### config.mk
export PLATFORM = sky130hd
export DESIGN_NAME = alu_seq_unit
export DESIGN_NICKNAME = d
export VERILOG_FILES = /design/src/rtl/alu_seq_unit.sv
export SDC_FILE = /design/constraint.sdc
export NUM_CORES = 1
export LEC_CHECK = 0
export CAP_MARGIN = 10
export CORE_AREA = 2 2 120 122
export DETAILED_ROUTE_END_ITERATION = 6
export DIE_AREA = 0 0 122 124
export GPL_ROUTABILITY_DRIVEN = 0
export PLACE_DENSITY = 0.79
export SKIP_LAST_GASP = 1
export SYNTH_ARGS = -nofsm -noshare
export SYNTH_HDL_FRONTEND = slang
export SYNTH_SLANG_ARGS = --single-unit
### constraint.sdc
create_clock -name CLK -period 15.4 [get_ports CLK]
set_input_delay 3.08 -clock CLK [delete_from_list [all_inputs] [get_ports CLK]]
set_output_delay 3.08 -clock CLK [all_outputs]
set_load 0.05 [all_outputs]
### src/rtl/alu_seq_unit.sv
// alu_seq_unit: operand muxes, single-cycle ALU, iterative shifter and an
// optional shift-add multiplier feeding a registered result with status flags.
// Optional feature macro: ALU_SEQ_MUL_EN builds the WIDTH-cycle multiplier;
// without it ALUOP 111 completes in one cycle with a zero result.
module alu_seq_unit #(
   parameter int WIDTH   = 16,
   parameter int CONST_B = 2,
   parameter int SHW     = $clog2(WIDTH)
) (
   input  logic             CLK,
   input  logic             Reset,
   input  logic             Start,
   input  logic [WIDTH-1:0] PC,
   input  logic [WIDTH-1:0] ACC,
   input  logic [WIDTH-1:0] SP,
   input  logic [WIDTH-1:0] MDR,
   input  logic [WIDTH-1:0] SE,
   input  logic [WIDTH-1:0] ZE,
   input  logic [WIDTH-1:0] SL1,
   input  logic [1:0]       SrcA,
   input  logic [2:0]       SrcB,
   input  logic [2:0]       ALUOP,
   output logic [WIDTH-1:0] Out,
   output logic [WIDTH-1:0] aluOut,
   output logic             Zero,
   output logic             Carry,
   output logic             Neg,
   output logic             Ovf,
   output logic             Busy,
   output logic             Done
);

   localparam int CNTW = $clog2(WIDTH + 1);

   localparam logic [2:0] OP_ADD = 3'b000;
   localparam logic [2:0] OP_SUB = 3'b001;
   localparam logic [2:0] OP_AND = 3'b010;
   localparam logic [2:0] OP_OR  = 3'b011;
   localparam logic [2:0] OP_XOR = 3'b100;
   localparam logic [2:0] OP_SLL = 3'b101;
   localparam logic [2:0] OP_SRL = 3'b110;
   localparam logic [2:0] OP_MUL = 3'b111;

   typedef enum logic [1:0] {
      IDLE = 2'b00,
      ITER = 2'b01,
      FIN  = 2'b10
   } state_t;

   state_t            state_q, state_d;
   logic [CNTW-1:0]   count_q, count_d;
   logic [2:0]        op_q, op_d;
   logic [WIDTH-1:0]  work_q, work_d;
   logic [WIDTH-1:0]  alu_out_q, alu_out_d;
   logic              zero_q, zero_d;
   logic              carry_q, carry_d;
   logic              neg_q, neg_d;
   logic              ovf_q, ovf_d;
   logic              done_q, done_d;

   logic [WIDTH-1:0]  mux_a;
   logic [WIDTH-1:0]  mux_b;
   logic [SHW-1:0]    shamt;
   logic [WIDTH:0]    add_full;
   logic [WIDTH-1:0]  sub_res;
   logic [WIDTH-1:0]  alu_res;
   logic              alu_carry;
   logic              alu_ovf;
   logic [WIDTH-1:0]  step_val;
   logic              step_out;

   logic              wr_en;
   logic [WIDTH-1:0]  wr_val;
   logic              wr_carry;
   logic              wr_ovf;

`ifdef ALU_SEQ_MUL_EN
   logic [WIDTH-1:0]  a_q, a_d;
   logic [WIDTH-1:0]  b_q, b_d;
   logic [WIDTH:0]    mul_sum;
   logic [WIDTH-1:0]  mul_hi;
   logic [WIDTH-1:0]  mul_lo;
`endif

   // Select the A and B operands from the datapath candidates.
   always_comb begin
      mux_a = '0;
      mux_b = '0;
      case (SrcA)
         2'b00:   mux_a = PC;
         2'b01:   mux_a = ACC;
         2'b10:   mux_a = SP;
         default: mux_a = '0;
      endcase
      case (SrcB)
         3'b000:  mux_b = WIDTH'(CONST_B);
         3'b001:  mux_b = SE;
         3'b010:  mux_b = MDR;
         3'b011:  mux_b = ZE;
         3'b100:  mux_b = SL1;
         default: mux_b = '0;
      endcase
   end

   assign shamt = mux_b[SHW-1:0];

   // Single-cycle ALU on the live muxed operands, with carry and overflow.
   always_comb begin
      add_full  = {1'b0, mux_a} + {1'b0, mux_b};
      sub_res   = mux_a - mux_b;
      alu_res   = '0;
      alu_carry = 1'b0;
      alu_ovf   = 1'b0;
      case (ALUOP)
         OP_ADD: begin
            alu_res   = add_full[WIDTH-1:0];
            alu_carry = add_full[WIDTH];
            alu_ovf   = (mux_a[WIDTH-1] == mux_b[WIDTH-1]) &&
                        (add_full[WIDTH-1] != mux_a[WIDTH-1]);
         end
         OP_SUB: begin
            alu_res   = sub_res;
            alu_carry = (mux_a >= mux_b);
            alu_ovf   = (mux_a[WIDTH-1] != mux_b[WIDTH-1]) &&
                        (sub_res[WIDTH-1] != mux_a[WIDTH-1]);
         end
         OP_AND:  alu_res = mux_a & mux_b;
         OP_OR:   alu_res = mux_a | mux_b;
         OP_XOR:  alu_res = mux_a ^ mux_b;
         OP_SLL:  alu_res = mux_a;
         OP_SRL:  alu_res = mux_a;
         OP_MUL:  alu_res = '0;
         default: alu_res = '0;
      endcase
   end

   // Out shows the arithmetic/logic result, or the B operand for other ops.
   assign Out = (ALUOP <= OP_XOR) ? alu_res : mux_b;

   // One-bit shift step of the working register and the bit it drops.
   always_comb begin
      step_val = work_q;
      step_out = 1'b0;
      case (op_q)
         OP_SLL: begin
            step_val = {work_q[WIDTH-2:0], 1'b0};
            step_out = work_q[WIDTH-1];
         end
         OP_SRL: begin
            step_val = {1'b0, work_q[WIDTH-1:1]};
            step_out = work_q[0];
         end
         default: begin
            step_val = work_q;
            step_out = 1'b0;
         end
      endcase
   end

`ifdef ALU_SEQ_MUL_EN
   // One add-and-shift multiply step: work holds the high half, b the low half.
   always_comb begin
      mul_sum = {1'b0, work_q} + ({1'b0, a_q} & {(WIDTH + 1){b_q[0]}});
      mul_hi  = mul_sum[WIDTH:1];
      mul_lo  = {mul_sum[0], b_q[WIDTH-1:1]};
   end
`endif

   // Sequencer: accept new ops, run iterations, and commit result and flags.
   always_comb begin
      state_d   = state_q;
      count_d   = count_q;
      op_d      = op_q;
      work_d    = work_q;
      alu_out_d = alu_out_q;
      zero_d    = zero_q;
      carry_d   = carry_q;
      neg_d     = neg_q;
      ovf_d     = ovf_q;
      done_d    = 1'b0;
      wr_en     = 1'b0;
      wr_val    = '0;
      wr_carry  = 1'b0;
      wr_ovf    = 1'b0;
`ifdef ALU_SEQ_MUL_EN
      a_d       = a_q;
      b_d       = b_q;
`endif
      case (state_q)
         ITER: begin
            count_d = count_q - CNTW'(1);
            state_d = (count_q == CNTW'(1)) ? FIN : ITER;
`ifdef ALU_SEQ_MUL_EN
            if (op_q == OP_MUL) begin
               work_d = mul_hi;
               b_d    = mul_lo;
               if (count_q == CNTW'(1)) begin
                  wr_en    = 1'b1;
                  wr_val   = mul_lo;
                  wr_carry = |mul_hi;
               end
            end else begin
               work_d = step_val;
               if (count_q == CNTW'(1)) begin
                  wr_en    = 1'b1;
                  wr_val   = step_val;
                  wr_carry = step_out;
               end
            end
`else
            work_d = step_val;
            if (count_q == CNTW'(1)) begin
               wr_en    = 1'b1;
               wr_val   = step_val;
               wr_carry = step_out;
            end
`endif
         end
         default: begin
            state_d = IDLE;
            if (Start) begin
               op_d = ALUOP;
               if (((ALUOP == OP_SLL) || (ALUOP == OP_SRL)) && (shamt != '0)) begin
                  state_d = ITER;
                  count_d = CNTW'(shamt);
                  work_d  = mux_a;
`ifdef ALU_SEQ_MUL_EN
               end else if (ALUOP == OP_MUL) begin
                  state_d = ITER;
                  count_d = CNTW'(WIDTH);
                  work_d  = '0;
                  a_d     = mux_a;
                  b_d     = mux_b;
`endif
               end else begin
                  wr_en    = 1'b1;
                  wr_val   = alu_res;
                  wr_carry = alu_carry;
                  wr_ovf   = alu_ovf;
               end
            end
         end
      endcase
      if (wr_en) begin
         alu_out_d = wr_val;
         zero_d    = (wr_val == '0);
         neg_d     = wr_val[WIDTH-1];
         carry_d   = wr_carry;
         ovf_d     = wr_ovf;
         done_d    = 1'b1;
      end
   end

   // State and datapath registers with synchronous reset.
   always_ff @(posedge CLK) begin
      if (Reset) begin
         state_q   <= IDLE;
         count_q   <= '0;
         op_q      <= '0;
         work_q    <= '0;
         alu_out_q <= '0;
         zero_q    <= 1'b0;
         carry_q   <= 1'b0;
         neg_q     <= 1'b0;
         ovf_q     <= 1'b0;
         done_q    <= 1'b0;
`ifdef ALU_SEQ_MUL_EN
         a_q       <= '0;
         b_q       <= '0;
`endif
      end else begin
         state_q   <= state_d;
         count_q   <= count_d;
         op_q      <= op_d;
         work_q    <= work_d;
         alu_out_q <= alu_out_d;
         zero_q    <= zero_d;
         carry_q   <= carry_d;
         neg_q     <= neg_d;
         ovf_q     <= ovf_d;
         done_q    <= done_d;
`ifdef ALU_SEQ_MUL_EN
         a_q       <= a_d;
         b_q       <= b_d;
`endif
      end
   end

   assign aluOut = alu_out_q;
   assign Zero   = zero_q;
   assign Carry  = carry_q;
   assign Neg    = neg_q;
   assign Ovf    = ovf_q;
   assign Busy   = (state_q == ITER);
   assign Done   = done_q;

endmodule

==> results.cfg <==
[placed_design]
hpwl_mm = 19.2
placed_cell_area_sq_um = 8460
io_buffers = 160

[power]
fin_total_pwr_mw = 0.615
power_density_nw_per_um2 = 71.2
ir_drop_uv = 59.8
power_leakage_nw = 3.29

[routing]
first_iter_violations = 1073
ant_nets = 0
wire_per_inst_um = 19.8
dr.pass1.iters = 7
dr_total_vias = 8380
vias_per_cell = 6.46
finalWirelength_mm = 25.7
drcViolationCount = 3

[timing]
drv_slew = 0
fin_setup_tns_ns = 0
max_freq_mhz = 85.4
finalSetupViolCount = 0
rsz0062_at_grt = no
min_period_over_period_pct = 76.0
min_period_ns = 11.71
skew_ns = 0.00468
worstMarginPinSlew_ns = 0.947
relSlewSlack_pct = 36.6
hold_violations = 0

[setup_path]
reg2regPathDepth = 10
critical_path.top_delay_family = compound AO/OA/AOI/OAI gates
cp.arrival_ns = 8.63
critPathMaxStageDelay_ns = 0.83
cp.required_ns = 12.32
end_kind = primary output
r2r-end = Zero$_SDFFE_PP0P_
crit_path_max_fanout = 18
reg2reg_slack_ns = 12.19
setup.worst_path.start_class = primary input
cp_num_buf_inv = 5
critPathSlowestCell = clkdlybuf4s50_1
r2r-start = op_q[2]$_SDFFE_PP0P_
crit_type = in -> out
cp_cell_sequence = clkdlybuf4s50_1 -> buf_4 -> nor2b_1 -> buf_4 -> a2bb2oi_1 -> inv_1 -> ha_1 -> and3_1 -> and3_1 -> a311o_1 -> a31oi_2 -> o2111a_1 -> nor3_1 -> a211oi_1 -> nor2_1 -> a21oi_1 -> clkdlybuf4s50_1

[min_path]
min_to = aluOut[9]$_SDFFE_PP0P_
hold_path_class = reg -> reg
min_from = aluOut[9]$_SDFFE_PP0P_
hold_path_depth = 2

[status]
status = finished with violations
violations = DRC

[grt]
antenna_found_initial = 0
grt_max_degree = 48
grt.total_usage_pct = 33.6
grt_pass1_wl_mm = 40.4
grt_remaining_overflow = 0
grt_pass1_vias = 7828

[synthesis]
yosys_most_used_dff = dfxtp_1
synth-edff-count = 0
post-synth-top-area-fraction_pct = 13.6
synth_area_per_cell_sq_um = 6.77
ys_seq_area_share_pct = 13.6
synth_cell_type_count = 86
synthesis.area_sq_um = 6790
synth_seq_cells = 46
netlist_top_cells_count = nor2_1, a21oi_1, nand2_1
async_flop_share_pct = 0
synth_area_leaders = dfxtp_1, ha_1, a21oi_1
yosysWarnings = 0
yosysMostFrequentCell = nor2_1
synth_nets = 1176
synth_top_cell_by_area = dfxtp_1
synth_cells = 1002

[clocking]
cts_setup_buffers = 0
h-tree-depth = 2
post_cts_resize_count = 0
numCtsBuffers = 5
cts_sinks = 46
cts_tree = yes
insertion_delay_ns = 0.30
cts_root_buf = clkbuf_16
hold_buffers = 0
clk_path_buf_depth = 2
path_clk_slew_ns = 0.07

[layout]
multi_input_area_sq_um = 5360
syn_to_final_growth_pct = 27.1
design_area_sq_um = 8630
final_layout_size_suffix_gt1_share_pct = 6.80
regArea_sq_um = 921
final_nets = 1291
diodes = 0
fillers = 1270

[die]
row_count = 43
chipHeight_um = 124
die_x_um = 122
start_util_pct = 49.5
fp.dieArea_sq_um = 15100
io_pins = 161
fp.coreArea_sq_um = 13700

[flow_run]
max_cap_violations = 0
-- how the worst max path moves through the flow --
stage	cells after the start	slack, ns	startpoint	to
floorplan	15	5.14	SrcB[0]	Out[14]
global placement	17	3.90	SrcA[1]	Out[13]
detailed placement	17	3.92	SrcA[1]	Out[13]
CTS	16	3.88	SrcB[1]	Out[13]
global route	16	3.37	SrcB[1]	Out[13]
finish	17	3.69	SrcA[1]	Out[13]
-- sequential cells by signal, indices dropped and copies added (netlist names) --
name / count
op_q: 3
Zero: 1
state_q: 2
work_q: 16
Carry: 1
Ovf: 1
aluOut: 16
count_q: 5
Done: 1
-- routing by layer --
metal  share of wire [%]  global-route usage, %  vias up
met5                   0                      0        -
met4                 4.7                   15.6        0
met3                  10                   5.59       98
met2                  44                   53.5      547
met1                  41                   44.3     3835
li1                    -                      -     3900
-- final cells by class --
cell class / count / share of cell area [%]
multi-input cells: 828 / 62.1
repair buffers: 178 / 20.1
flip-flops and latches: 46 / 10.7
well taps: 180 / 2.61
inverters: 58 / 2.52
clock buffers: 5 / 1.45
clock inverters: 3 / 0.522
-- per-stage QoR --
stage | worst slack (ns) | hold WS (ns) | instances | util (%)
6_report | 3.69 | 0.453 | 1298 | 62.9
5_1_grt | 3.37 | 0.479 | 1298 | 62.9
4_1_cts | 3.88 | 0.456 | 1298 | 62.9
3_5_place_dp | 3.92 | 0.447 | 1290 | 61.6
3_3_place_gp | 3.90 | 0.443 | 1290 | 61.6
2_1_floorplan | 5.14 | 0.480 | 1002 | -
-- worst min-delay path, stage by stage (launching register included) --
cell	delay (ns)
dfxtp_1	0.31
nand2_1	0.05
a21oi_1	0.05
-- cell usage in the layout, fill, tap and decap left out, types with 10 or more instances in the layout --
master / n
o221ai_1: 12
nand3_1: 21
ha_1: 49
a31oi_1: 13
a21oi_1: 114
o211ai_1: 11
o21ai_0: 75
mux2_2: 20
nor2b_1: 22
nand2_1: 93
dfxtp_1: 46
a21o_1: 10
nor3_1: 21
inv_1: 56
o31ai_1: 11
a22oi_1: 17
nand2b_1: 14
buf_4: 18
o22ai_1: 12
clkdlybuf4s50_1: 160
nor2_1: 117
mux2i_1: 22
a211oi_1: 13
-- cell families after synthesis --
group,share of synthesized area (%)
XOR/XNOR,0.516
AO/OA/AOI/OAI,38.2
flip-flops,13.6
AND/OR/NAND/NOR,24.1
multiplexers,6.56
adder cells (fa/ha/maj),9.63
buffers and inverters,7.51
-- report_power, final --
| part | switching [mW] | internal, mW |
|---|---|---|
| logic | 0.217 | 0.135 |
| registers | 0.00722 | 0.127 |
| clock network | 0.0522 | 0.0767 |
No activity file was read; power rests on OpenSTA's default activity.
